[config.mk]
export PLATFORM = sky130hd
export DESIGN_NAME = argmax_row_engine
export DESIGN_NICKNAME = d
export VERILOG_FILES = /design/src/rtl/argmax_row_engine.sv
export SDC_FILE = /design/constraint.sdc
export NUM_CORES = 1
export LEC_CHECK = 0
export BUFFER_PORTS_ARGS = -buffer_cell sky130_fd_sc_hd__buf_2
export CORE_ASPECT_RATIO = 1.25
export CORE_MARGIN = 8
export CORE_UTILIZATION = 52
export CTS_CLUSTER_DIAMETER = 120
export DETAILED_ROUTE_END_ITERATION = 6
export PLACE_DENSITY = 0.82
export SYNTH_ARGS = -nofsm -noshare
export SYNTH_HDL_FRONTEND = slang
export SYNTH_SLANG_ARGS = --single-unit
[constraint.sdc]
create_clock -name clk -period 2.2 [get_ports clk]
set_input_delay 0.22 -clock clk [delete_from_list [all_inputs] [get_ports clk]]
set_output_delay 0.22 -clock clk [all_outputs]
set_load 0.02 [all_outputs]
[src/rtl/argmax_row_engine.sv]
// argmax_row_engine: walks the output feature matrix row by row, tracks the largest
// signed element of each row and hands {row, class} downstream over valid/ready.
module argmax_row_engine #(
  parameter int FEATURE_ROWS   = 6,
  parameter int FEATURE_COLS   = 3,
  parameter int DOT_PROD_WIDTH = 16,
  localparam int ROW_W = (FEATURE_ROWS > 1) ? $clog2(FEATURE_ROWS) : 1,
  localparam int COL_W = (FEATURE_COLS > 1) ? $clog2(FEATURE_COLS) : 1
) (
  input  logic                             clk,
  input  logic                             reset_n,
  input  logic                             start,
  output logic                             rd_en,
  output logic        [ROW_W-1:0]          rd_row,
  output logic        [COL_W-1:0]          rd_col,
  input  logic signed [DOT_PROD_WIDTH-1:0] rd_data,
  output logic                             argmax_valid,
  input  logic                             argmax_ready,
  output logic        [ROW_W-1:0]          argmax_row,
  output logic        [COL_W-1:0]          argmax_idx,
  output logic                             busy,
  output logic                             done
);

  localparam logic [ROW_W-1:0] LAST_ROW = ROW_W'(FEATURE_ROWS - 1);
  localparam logic [COL_W-1:0] LAST_COL = COL_W'(FEATURE_COLS - 1);

  typedef enum logic [2:0] {
    S_IDLE  = 3'd0,
    S_READ  = 3'd1,
    S_DRAIN = 3'd2,
    S_EMIT  = 3'd3,
    S_DONE  = 3'd4
  } state_t;

  state_t                            r_state;
  state_t                            w_state_nxt;
  logic               [ROW_W-1:0]    r_row;
  logic               [ROW_W-1:0]    w_row_nxt;
  logic               [COL_W-1:0]    r_col;
  logic               [COL_W-1:0]    w_col_nxt;
  logic                              r_vld_p1;
  logic               [COL_W-1:0]    r_col_p1;
  logic signed [DOT_PROD_WIDTH-1:0]  r_best_val_p2;
  logic               [COL_W-1:0]    r_best_idx_p2;
  logic                              w_take_p1;

  // Column 0 always seeds the running maximum; later columns must be strictly
  // greater, so ties resolve to the lowest class index.
  function automatic logic f_replace(
    input logic                             is_first,
    input logic signed [DOT_PROD_WIDTH-1:0] cand,
    input logic signed [DOT_PROD_WIDTH-1:0] best
  );
    return is_first || (cand > best);
  endfunction

  // Control state: FSM, row/column counters and the read-return tag.
  always_ff @(posedge clk or negedge reset_n) begin
    if (!reset_n) begin
      r_state  <= S_IDLE;
      r_row    <= '0;
      r_col    <= '0;
      r_vld_p1 <= 1'b0;
      r_col_p1 <= '0;
    end else begin
      r_state  <= w_state_nxt;
      r_row    <= w_row_nxt;
      r_col    <= w_col_nxt;
      r_vld_p1 <= rd_en;
      r_col_p1 <= rd_col;
    end
  end

  // p1 -> p2: rd_data for the read issued last cycle is compared and registered.
  assign w_take_p1 = r_vld_p1 && f_replace((r_col_p1 == '0), rd_data, r_best_val_p2);

  always_ff @(posedge clk) begin
    if (w_take_p1) begin
      r_best_val_p2 <= rd_data;
      r_best_idx_p2 <= r_col_p1;
    end
  end

  always_comb begin
    w_state_nxt  = r_state;
    w_row_nxt    = r_row;
    w_col_nxt    = r_col;
    rd_en        = 1'b0;
    rd_row       = '0;
    rd_col       = '0;
    argmax_valid = 1'b0;
    argmax_row   = '0;
    argmax_idx   = '0;
    busy         = 1'b1;
    done         = 1'b0;
    unique case (r_state)
      S_IDLE: begin
        busy = 1'b0;
        if (start) begin
          w_row_nxt   = '0;
          w_col_nxt   = '0;
          w_state_nxt = S_READ;
        end
      end
      S_READ: begin
        rd_en  = 1'b1;
        rd_row = r_row;
        rd_col = r_col;
        if (r_col == LAST_COL) begin
          w_col_nxt   = '0;
          w_state_nxt = S_DRAIN;
        end else begin
          w_col_nxt = r_col + 1'b1;
        end
      end
      S_DRAIN: begin
        w_state_nxt = S_EMIT;
      end
      S_EMIT: begin
        argmax_valid = 1'b1;
        argmax_row   = r_row;
        argmax_idx   = r_best_idx_p2;
        if (argmax_ready) begin
          w_col_nxt = '0;
          if (r_row == LAST_ROW) begin
            w_row_nxt   = '0;
            w_state_nxt = S_DONE;
          end else begin
            w_row_nxt   = r_row + 1'b1;
            w_state_nxt = S_READ;
          end
        end
      end
      S_DONE: begin
        done        = 1'b1;
        w_state_nxt = S_IDLE;
      end
      default: begin
        w_state_nxt = S_IDLE;
      end
    endcase
  end

endmodule

==> reports/metrics.yaml <==
synth_top_family_by_area: "simple AND/OR/NAND/NOR gates"
yosysMostFrequentCell: "inv_1"
htree_levels: 2
finalNetCount: 212
overflow: 0
async_flop_share_pct: 37.9
grtUsageTotal_pct: 13.9
drive_gt1_share_pct: 28.2
gp_congestion: 0.806
synth_warnings: 0
rsz0062_at_grt: "no"
synth_compound_area_share_pct: 11.2
die_h_um: 76.7
synthXorXnorAreaFrac_pct: 0
power.total_mw: 2.15
p_leak_nw: 0.911
grt_max_degree: 12
syn_area_um2: 1530
core_um2: 2860
powerDensity_nw_per_um2: 1180
setup_slack_ns: 0.150
synthTopCellsByArea: "edfxtp_1 35%, dfrtp_1 18%, ha_1 13%"
drt_iter0_drc: 33
crit_fanout: 7
skew_ns: 0.0116
placed_area_um2: 1760
synth_fa_ha_area_share_pct: 13.1
routed_wl_mm: 3.23
fin_crit_sh_pct: 93.2
drv_slew: 0
start_util_pct: 53.5
critPathRequiredTime_ns: 2.28
grt_pass1_wl_mm: 5.50
cts_tree: "built"
ys_seq_area_share_pct: 53.2
hold_class: "primary input to register"
timing_hold_violations_final: 0
synth_common_cells: "20 x inv_1, 18 x edfxtp_1, 16 x ha_1, 11 x dfrtp_1, 10 x and2_1"
vias_per_cell: 5.33
synth_top_area_share_pct: 35.3
vias: 1135
worstSetupEndpointType: "register"
whs_ns: 0.0860
cts_root_buf: "clkbuf_4"
synth-simple-area-share_pct: 15.6
route.detailed.drc: 0
utilization_pct: 63.7
vdd_drop_max_v: 0.000856
finalSetupViolations: 0
n_fill_cell: 254
clkTransAtPathRegs_ns: 0.09
dieArea_um2: 4950
ios: 34
crit_arrival_ns: 2.13
ys_ff_latch: 29
min_path_cells: 1
stdcell_area_um2: 1820
grt_pass1_vias: 1253
status: "completed"
reg2reg_depth: 7
place_inst: 204
synth_top_flop_cell: "edfxtp_1"
maxCapViolations: 0
syn_nets: 169
final.setup.tns_ns: 0
clock_path_buffers: 2
cts_sinks: 29
relSlewSlack_pct: 70.6
antennaDiodeCount: 0
worstSkewPairLatency_ns: 0.33
numPortBuffers: 33
antenna_found_initial: 0
synth_top_area_cell: "edfxtp_1"
startpoint_type: "register"
first_pass_iters: 4
area_growth_pct: 18.9
hpwl_mm: 2.61
rows: 22
synth.distinct_cells: 36
cts_buffers: 5
avgSynthCellArea_um2: 11.5
wl_per_cell_um: 15.1
fmax_ghz: 0.488
die_x_um: 64.6
final_cells: 213
crit_type: "register to register"
tightest_slew_ns: 0.440
synth.area.mux_share_pct: 1.47
min_period_ns: 2.05
pre_cts_slack_ns: 0.144
synth_edf_count: 18
antenna_left: 0
synth_cells: 133
## state kept, by name, indices dropped and copies added, names as in the netlist
name           cells
r_state            3
r_row              3
r_best_val_p2     16
r_col              2
r_vld_p1           1
r_col_p1           2
r_best_idx_p2      2
## cells in the final DEF, fill, tap and decap left out, types with 2 or more instances in the layout
cell,Yosys,final
buf_2,1,33
inv_1,20,20
edfxtp_1,18,18
ha_1,16,16
dfrtp_1,11,11
and2_1,10,10
nand2_1,8,8
a21oi_1,8,8
nor2_1,6,6
clkbuf_4,0,5
nand4_1,3,3
a22o_1,3,3
buf_4,0,3
nand3b_1,2,2
o21a_1,2,2
nor4_1,2,2
mux2_2,2,2
clkinv_2,0,2
## final cells by class
cell class	instances	area [µm²]	area share, %
sequential	29	816	44.7
multi-input combinational	82	634	34.8
timing repair buffer	37	198	10.8
inverter	21	78.8	4.32
tap	36	45.0	2.47
clock buffer	6	41.3	2.26
clock inverter	2	10.0	0.549
## worst max-delay path: stages (launching register included)
cell and delay (ns):
edfxtp_1 0.37, inv_1 0.06, ha_1 0.23, a21o_1 0.18, a2111oi_1 0.40, o21ai_1 0.12
o221a_1 0.29, buf_4 0.18
## cell families (layout without fill, tap and decap cells)
| logic type | Yosys count | in the layout |
|---|---|---|
| buffers and inverters | 22 | 66 |
| and+or+nand+nor | 40 | 40 |
| muxes | 2 | 2 |
| adders and majority gates | 16 | 16 |
| DFF | 29 | 29 |
| AOI/OAI and AO/OA | 24 | 24 |
## what timing repair did
action,4_1_cts,5_1_grt
buffers inserted,0,0
endpoints found under the setup margin,0,18
hold buffers,1,0
hold endpoints to repair,11,0
gates resized for setup,0,1
## path summary, 6_finish.rpt
| kind | end | from | slack [ns] |
|---|---|---|---|
| hold reg to reg | r_best_idx_p2[0]$_DFFE_PP_ | r_col_p1[0]$_DFF_PN0_ | 0.46 |
| setup / recovery | r_best_val_p2[1]$_DFFE_PP_ | r_best_val_p2[13]$_DFFE_PP_ | 0.15 |
| max in group asynchronous | r_col[1]$_DFFE_PN0P_ | reset_n | 1.71 |
| min in group asynchronous | r_state[1]$_DFFE_PN0P_ | reset_n | 0.28 |
| hold / removal | r_best_val_p2[4]$_DFFE_PP_ | rd_data[4] | 0.09 |
| setup reg to reg | r_best_val_p2[1]$_DFFE_PP_ | r_best_val_p2[13]$_DFFE_PP_ | 0.15 |
## where the power goes
| group | total, mW | internal, mW | switching (mW) |
|---|---|---|---|
| combinational | 0.888 | 0.367 | 0.521 |
| clock | 0.304 | 0.121 | 0.182 |
| sequential | 0.955 | 0.836 | 0.119 |
| total | 2.15 | 1.33 | 0.822 |
## routing by layer
layer	up-vias	global-route usage (%)	part of all wire, %
met1	527	14.3	42
met2	34	23.1	50
met3	9	6.25	5.7
met5	-	0	0
li1	565	-	-
met4	0	6.56	2.6
Power figures use the tool's default switching activity.
